[src/rtl/uart_pkg.sv]
// Shared 8N1 UART definitions used by the receiver and the transmitter.
// Holds the receiver state encoding, frame constants and the baud divider helper.
package uart_pkg;

    typedef enum logic [2:0] {
        IDLE    = 3'd0,
        START   = 3'd1,
        DATA    = 3'd2,
        STOP    = 3'd3,
        WAIT_HI = 3'd4
    } uart_state_e;

    localparam int DATA_BITS  = 8;
    localparam int STOP_BITS  = 1;
    localparam int FRAME_BITS = 1 + DATA_BITS + STOP_BITS;

    function automatic int baud_div(input int clk_hz, input int baud);
        return clk_hz / baud;
    endfunction

endpackage

[src/rtl/uart_rx_sync.sv]
// Two-flop synchroniser for the asynchronous rx line.
// It resets to 1 so that a reset never looks like a start bit.
module uart_rx_sync (
    input  logic clk,
    input  logic rst,
    input  logic rx,
    output logic rx_s
);

    logic meta_q, meta_d;
    logic sync_q, sync_d;

    always_comb begin
        meta_d = rx;
        sync_d = meta_q;
    end

    always_ff @(posedge clk) begin
        if (rst) begin
            meta_q <= 1'b1;
            sync_q <= 1'b1;
        end else begin
            meta_q <= meta_d;
            sync_q <= sync_d;
        end
    end

    assign rx_s = sync_q;

endmodule

[src/rtl/uart_rx.sv]
// 8N1 UART receiver: start detect, mid-bit sampling, stop check, 1-cycle result pulses.
// Define UART_RX_MAJORITY_EN for 2-of-3 majority sampling around each sample point.
//
// state   | meaning
// IDLE    | line idle, waiting for rx_s low
// START   | half a bit in, confirming the start bit
// DATA    | shifting in 8 data bits, LSB first
// STOP    | checking the stop bit at mid-bit
// WAIT_HI | framing error seen, waiting for the line to go high
module uart_rx
    import uart_pkg::*;
#(
    parameter int CLOCK_FREQUENCY = 27000000,
    parameter int BAUD_RATE       = 115200
) (
    input  logic       clk,
    input  logic       rst,
    input  logic       rx,
    output logic [7:0] data,
    output logic       data_valid,
    output logic       frame_err,
    output logic       busy
);

    localparam int          DIV     = baud_div(CLOCK_FREQUENCY, BAUD_RATE);
    localparam int          HALF    = DIV / 2;
    localparam logic [15:0] DIV_M1  = 16'(DIV - 1);
    localparam logic [15:0] HALF_M1 = 16'(HALF - 1);
    localparam logic [2:0]  LAST_IX = 3'(DATA_BITS - 1);

    logic rx_s;
    logic sample;

    uart_state_e          state_q, state_d;
    logic [15:0]          cnt_q, cnt_d;
    logic [2:0]           bit_idx_q, bit_idx_d;
    logic [DATA_BITS-1:0] shift_q, shift_d;
    logic [7:0]           data_q, data_d;
    logic                 data_valid_q, data_valid_d;
    logic                 frame_err_q, frame_err_d;

    uart_rx_sync u_sync (
        .clk  (clk),
        .rst  (rst),
        .rx   (rx),
        .rx_s (rx_s)
    );

`ifdef UART_RX_MAJORITY_EN
    // Two-deep history of rx_s gives the P-2 and P-1 samples at the decision cycle P.
    logic [1:0] hist_q, hist_d;

    always_comb begin
        hist_d = {hist_q[0], rx_s};
    end

    always_ff @(posedge clk) begin
        if (rst) begin
            hist_q <= 2'b11;
        end else begin
            hist_q <= hist_d;
        end
    end

    assign sample = (hist_q[1] & hist_q[0]) | (hist_q[1] & rx_s) | (hist_q[0] & rx_s);
`else
    assign sample = rx_s;
`endif

    always_comb begin
        state_d      = state_q;
        cnt_d        = cnt_q + 16'd1;
        bit_idx_d    = bit_idx_q;
        shift_d      = shift_q;
        data_d       = data_q;
        data_valid_d = 1'b0;
        frame_err_d  = 1'b0;

        case (state_q)
            IDLE: begin
                cnt_d = 16'd0;
                if (!rx_s) begin
                    state_d = START;
                end
            end
            START: begin
                if (cnt_q == HALF_M1) begin
                    cnt_d = 16'd0;
                    if (!sample) begin
                        state_d   = DATA;
                        bit_idx_d = 3'd0;
                    end else begin
                        state_d = IDLE;
                    end
                end
            end
            DATA: begin
                if (cnt_q == DIV_M1) begin
                    cnt_d   = 16'd0;
                    shift_d = {sample, shift_q[DATA_BITS-1:1]};
                    if (bit_idx_q == LAST_IX) begin
                        state_d = STOP;
                    end else begin
                        bit_idx_d = bit_idx_q + 3'd1;
                    end
                end
            end
            STOP: begin
                // Leaving at mid-stop-bit leaves half a bit to catch a back-to-back start edge.
                if (cnt_q == DIV_M1) begin
                    cnt_d = 16'd0;
                    if (sample) begin
                        data_d       = shift_q;
                        data_valid_d = 1'b1;
                        state_d      = IDLE;
                    end else begin
                        frame_err_d = 1'b1;
                        state_d     = WAIT_HI;
                    end
                end
            end
            WAIT_HI: begin
                cnt_d = 16'd0;
                if (rx_s) begin
                    state_d = IDLE;
                end
            end
            default: begin
                cnt_d   = 16'd0;
                state_d = IDLE;
            end
        endcase
    end

    always_ff @(posedge clk) begin
        if (rst) begin
            state_q      <= IDLE;
            cnt_q        <= 16'd0;
            bit_idx_q    <= 3'd0;
            shift_q      <= '0;
            data_q       <= 8'd0;
            data_valid_q <= 1'b0;
            frame_err_q  <= 1'b0;
        end else begin
            state_q      <= state_d;
            cnt_q        <= cnt_d;
            bit_idx_q    <= bit_idx_d;
            shift_q      <= shift_d;
            data_q       <= data_d;
            data_valid_q <= data_valid_d;
            frame_err_q  <= frame_err_d;
        end
    end

    assign data       = data_q;
    assign data_valid = data_valid_q;
    assign frame_err  = frame_err_q;
    assign busy       = (state_q != IDLE);

endmodule

[config.mk]
export PLATFORM = sky130hd
export DESIGN_NAME = uart_rx
export DESIGN_NICKNAME = d
export VERILOG_FILES = /design/src/rtl/uart_pkg.sv /design/src/rtl/uart_rx_sync.sv /design/src/rtl/uart_rx.sv
export SDC_FILE = /design/constraint.sdc
export NUM_CORES = 1
export LEC_CHECK = 0
export BUFFER_PORTS_ARGS = -buffer_cell sky130_fd_sc_hd__buf_2
export CAP_MARGIN = 40
export CORE_ASPECT_RATIO = 2
export CORE_MARGIN = 2
export CORE_UTILIZATION = 55
export CTS_CLUSTER_SIZE = 28
export DETAILED_ROUTE_END_ITERATION = 8
export PLACE_DENSITY = 0.76
export SYNTH_ARGS = -nofsm -noshare
export SYNTH_HDL_FRONTEND = slang
export SYNTH_HIERARCHICAL = 1
export SYNTH_SLANG_ARGS = --single-unit
[constraint.sdc]
create_clock -name clk -period 2.5 [get_ports clk]
set_input_delay 0.125 -clock clk [delete_from_list [all_inputs] [get_ports clk]]
set_output_delay 0.125 -clock clk [all_outputs]
set_load 0.005 [all_outputs]
## After elaboration in Yosys (flattened, before gate mapping)

Index checks and enable logic that the tools add are counted.

- Register bits: 42
- Output and inout bits: 11
- Logic and storage cells: 56

- Add/subtract/negate cells: 2
- Equality and inequality tests: 15
- Mux-type cells: 19
- Bitwise gates (word level): 2
- Reduce and logical (&&, ||, !) cells: 9

Operators by type and width:

| kind | number |
|---|---|
| 2-to-1 mux 3 bit | 11 |
| 2-to-1 mux 16 bit | 2 |
| case mux 16 bit (2 select lines) | 1 |
| adder 16 x 1 -> 16 bit, second input constant | 1 |
| == test 16 x 7 -> 1 bit, second input constant | 1 |
| == test 16 x 8 -> 1 bit, second input constant | 1 |
| case mux 3 bit (5 select lines) | 1 |
| != test 2 bit, second input constant | 7 |
| == test 3 x 2 -> 1 bit, second input constant | 2 |
| == test 3 bit, second input constant | 2 |
| case mux 3 bit (2 select lines) | 1 |
| AND reduction 6 bit | 1 |
| AND reduction 5 bit | 1 |
| adder 3 x 1 -> 3 bit, second input constant | 1 |
| == test 3 x 1 -> 1 bit, second input constant | 1 |
| zero test 3 bit | 1 |
| AND reduction 3 bit | 1 |
| nonzero test 3 bit | 1 |
| OR reduction 3 bit | 1 |
| 2-to-1 mux 1 bit | 2 |
| 2-to-1 mux 2 bit | 1 |
| != test 2 x 1 -> 1 bit, second input constant | 1 |
| NOT 1 bit | 2 |
| AND reduction 2 bit | 1 |
| other kinds (2) | 2 |

## Longest topological paths before layout

- Depth after elaboration: 4
- Depth in mapped cells: 9

## Modules after synthesis

The synthesis kept the hierarchy.

Modules (own cells, without submodules):

| module | times used | cells an instance | area an instance (µm²) |
|---|---|---|---|
| uart_rx | 1 | 184 | 1770.4 |
| uart_rx_sync | 1 | 4 | 52.6 |

## Worst setup path after synthesis

Ideal clock, no wire load.

- Path kind: flip-flop to flip-flop
- Start: reg cnt_q[0]
- End: reg cnt_q[10]
- Data arrival time: 1.649 ns
- Data required time: 2.385 ns
- Setup slack: 0.736 ns
- Cell stages (with the launch flop): 10
- Buffers on the path: 2
- Period minus slack after synthesis: 1.764 ns
- Cells stage by stage: dfxtp_1 -> inv_1 -> ha_1 -> nor4bb_1 -> nand4_1 -> a32oi_2 -> or2_1 -> buf_4 -> buf_6 -> nor2_1

- Word-level cells in the longest chain between the ends: 3

RTL lines:

| item | line | source |
|---|---|---|
| start: declaration | uart_rx.sv:35 | `logic [15:0] cnt_q, cnt_d;` |
| start signal: assignment | uart_rx.sv:146 | `cnt_q <= cnt_d;` |
| adder 16 x 1 -> 16 bit (tied with other cells) | uart_rx.sv:72 | `cnt_d = cnt_q + 16'd1;` |
| 2-to-1 mux 16 bit, on equally long branches | uart_rx.sv:98, uart_rx.sv:110, uart_rx.sv:87 |  |
| case mux 16 bit (2 select lines) (*) | uart_rx.sv:79 | `case (state_q)` |

Every way passes the cells marked *; elsewhere a longest branch is shown, timed or not.
A chain may end at the register's enable or synchronous reset.

## Worst setup path in the final report

- Start: reg cnt_q[0]
- End: reg cnt_q[14]

The elaborated chain is that of the path after synthesis.

==> flow_summary.yaml <==
grt:
  grt_antenna_before_repair: 0
  grt_pass1_wl_mm: 5.42
  track_usage_pct: 19.0
  grt-ovfl-total: 0
  met3_usage_pct: 3.83
  grt_pass1_vias: 1252
  top_usage_layer: "met2"
  grt.met2_usage_pct: 34.5
  grt_max_degree: 28
  use_met1_pct: 18.8
sta:
  period_needed_ns: 2.13
  clock_skew_ns: 0.00327
  fin_crit_sh_pct: 85.1
  rsz0062_at_grt: "no"
  setup_viol: 0
  max_freq_mhz: 470
  final.setup.tns_ns: 0
  slew_headroom_pct: 65.0
  slew_viol_final: 0
  hold_violations: 0
  fin_ws_ns: 0.372
  worstMarginPinSlew_ns: 0.523
worst_hold_path:
  min_path_cells: 2
  hold_class: "primary input to flop"
  min_to: "u_sync/meta_q$_SDFF_PP1_"
  hp-start: "rx"
power_and_ir_drop:
  seqPwrFrac_pct: 50.3
  ir_drop_uv: 552
  internal_power_mw: 1.07
  p_leak_nw: 0.763
  power_frac_comb_pct: 14.2
  clockPowerShare_pct: 35.4
  p_total_mw: 1.44
  switching_share_pct: 25.8
  power_switching_mw: 0.371
  p_per_area_nw_per_um2: 719
route:
  ant_nets: 0
  viasPerCell: 5.61
  drc: 0
  vias: 1313
  drt-wirelength-per-cell_um: 13.6
  drtPass1Iterations: 4
  drt_iter0_drc: 19
  wl_mm: 3.18
critical_path:
  ff2ff_setup_slack_ns: 0.37
  critPathLaunchType: "flop"
  reg2reg_from: "cnt_q[0]$_SDFF_PP0_"
  required_ns: 2.66
  worst_path_largest_cell_delay_ns: 0.48
  reg2reg_depth: 7
  reg2reg_to: "cnt_q[14]$_SDFF_PP0_"
  path_cells: "inv_1 -> ha_1 -> nor4bb_1 -> nand4_1 -> a32oi_2 -> or2_1 -> nor2_1"
  cp_slowest_cell: "or2_1"
  crit_fanout: 16
  critPathArrivalTime_ns: 2.29
  end_kind: "flop"
  criticalPathCategory: "flop to flop"
cts:
  clkSinkCount: 42
  cts_root_buf: "clkbuf_8"
  cts-htree-levels: 2
  cts.path.max_buffers: 2
  cts_tree: "yes"
  clkLatencyLatePin_ns: 0.29
  cts_setup_buffers: 0
  cts_buffers: 5
  path_clk_slew_ns: 0.07
  hold_buffers: 0
  cts.repair.resized: 0
cells_and_area:
  layout_common_cells: "dfxtp_1, nor2_1, mux2i_1"
  layout-drive-gt1-share_pct: 13.8
  final_util_pct: 63.5
  layout_commonest_cell: "dfxtp_1"
  nFillCells: 275
  finalNonFillerCells: 234
  antenna_cells: 0
  syn2layout_area_growth_pct: 9.95
  nets: 210
die:
  ios: 14
  fp.dieArea_um2: 3820
  start_util_pct: 57.7
  fp.dieH_um: 85.4
  rows: 29
  die_w_um: 44.7
  core_um2: 3160
placement:
  place_congestion: 0.833
  pre_cts_ws_ns: 0.376
  dp_hpwl_mm: 2.41
  portBuffers: 13
  dp_cells: 226
synthesis:
  syn_inst: 188
  syn_nets: 196
  ys_seq_area_share_pct: 46.1
  postSynthAreaPerCell_um2: 9.70
  synth_cell_type_count: 36
  syn_area_um2: 1820
  synth_seq_cells: 42
  ys_warn_count: 6
run_status:
  outcome: "complete, no violations"
run:
  maxCapViolCount: 0
==> worst max path at each step <==
| stage | from | slack (ns) | cells past startpoint | endpoint |
|---|---|---|---|---|
| final | cnt_q[0]$_SDFF_PP0_ | 0.37 | 7 | cnt_q[14]$_SDFF_PP0_ |
| after global routing | cnt_q[1]$_SDFF_PP0_ | 0.10 | 7 | cnt_q[3]$_SDFF_PP0_ |
| after global placement | cnt_q[0]$_SDFF_PP0_ | 0.47 | 7 | cnt_q[13]$_SDFF_PP0_ |
| after CTS | cnt_q[0]$_SDFF_PP0_ | 0.35 | 7 | cnt_q[14]$_SDFF_PP0_ |
| after floorplan | cnt_q[0]$_SDFF_PP0_ | 0.74 | 9 | cnt_q[10]$_SDFF_PP0_ |
| after detailed placement | cnt_q[0]$_SDFF_PP0_ | 0.38 | 7 | cnt_q[14]$_SDFF_PP0_ |
==> per-layer routing <==
metal | share of wire [%] | up-vias
li1 | - | 668
met3 | 2.3 | 8
met2 | 58 | 15
met1 | 37 | 622
met5 | 0 | -
met4 | 2.7 | 0
==> state kept, by name, indices dropped and copies added, names as in the netlist <==
name,count
frame_err,1
u_sync/rx_s,1
bit_idx_q,3
state_q,3
data_valid,1
cnt_q,16
data,8
shift_q,8
u_sync/meta_q,1
==> metrics by stage <==
stage | hold WS (ns) | instance area [um2]
2_1_floorplan | 0.203 | 1820
3_3_place_gp | 0.309 | 1900
3_5_place_dp | 0.313 | 1900
4_1_cts | 0.00806 | 2000
5_1_grt | 0.0242 | 2000
6_report | 0.0152 | 2000
==> cell usage after synthesis <==
cell type / instances / area share [%]
nand3_1: 7 / 1.9
and4b_1: 1 / 0.55
nand2b_1: 5 / 1.7
o22a_1: 1 / 0.48
xnor2_1: 7 / 3.4
nand3b_1: 1 / 0.41
dfxtp_1: 42 / 46
xor2_1: 8 / 3.8
and3_1: 6 / 2.1
mux2i_1: 17 / 9.3
and3b_1: 1 / 0.48
or4b_2: 1 / 0.55
nor2_1: 38 / 7.8
and4_1: 2 / 0.96
nor3_1: 1 / 0.27
inv_1: 4 / 0.82
or3_1: 1 / 0.34
nor4_1: 1 / 0.34
clkbuf_1: 4 / 0.82
a21oi_1: 5 / 1.4
o21ai_0: 3 / 0.82
or2_1: 3 / 1.0
nand2_1: 6 / 1.2
buf_6: 1 / 0.62
buf_4: 1 / 0.41
a32oi_2: 1 / 0.89
nor4bb_1: 1 / 0.55
nor2b_1: 2 / 0.69
nor3_4: 1 / 0.89
nor4_4: 2 / 2.3
nor4b_1: 1 / 0.48
buf_2: 1 / 0.27
nand4_2: 1 / 0.69
o22ai_1: 2 / 0.69
nand4_1: 4 / 1.4
ha_1: 5 / 3.4
==> critical path, delay by kind of cell, from the launching register on <==
kind / cells / cell delay (ns)
compound gates: 1 / 0.35
fa+ha+maj: 1 / 0.13
simple gates: 4 / 1.10
buf+inv: 1 / 0.07
flops: 1 / 0.36
==> power groups by stage <==
stage | sequential [mW] | clock [mW] | combinational [mW]
floorplan | 0.731 | 0 | 0.184
global placement | 0.737 | 0 | 0.201
detailed placement | 0.742 | 0 | 0.206
CTS | 0.725 | 0.530 | 0.208
global route | 0.731 | 0.549 | 0.238
finish | 0.726 | 0.511 | 0.205
==> layout make-up <==
cell class / count / area (um2) / area share, %
multi-input cells: 135 / 928 / 46.3
flip-flops and latches: 42 / 841 / 41.9
repair buffers: 14 / 72.6 / 3.62
clock buffers: 5 / 68.8 / 3.43
clock inverters: 3 / 40.0 / 2.00
well taps: 31 / 38.8 / 1.94
inverters: 4 / 15.0 / 0.749
==> kinds of logic after synthesis <==
group	share of synthesized area, %
mux	9.33
compound gates	4.26
simple gates	26.7
buf+inv	2.95
fa+ha+maj	3.43
xor+xnor	7.21
flops	46.1
Power figures use the tool's default switching activity.
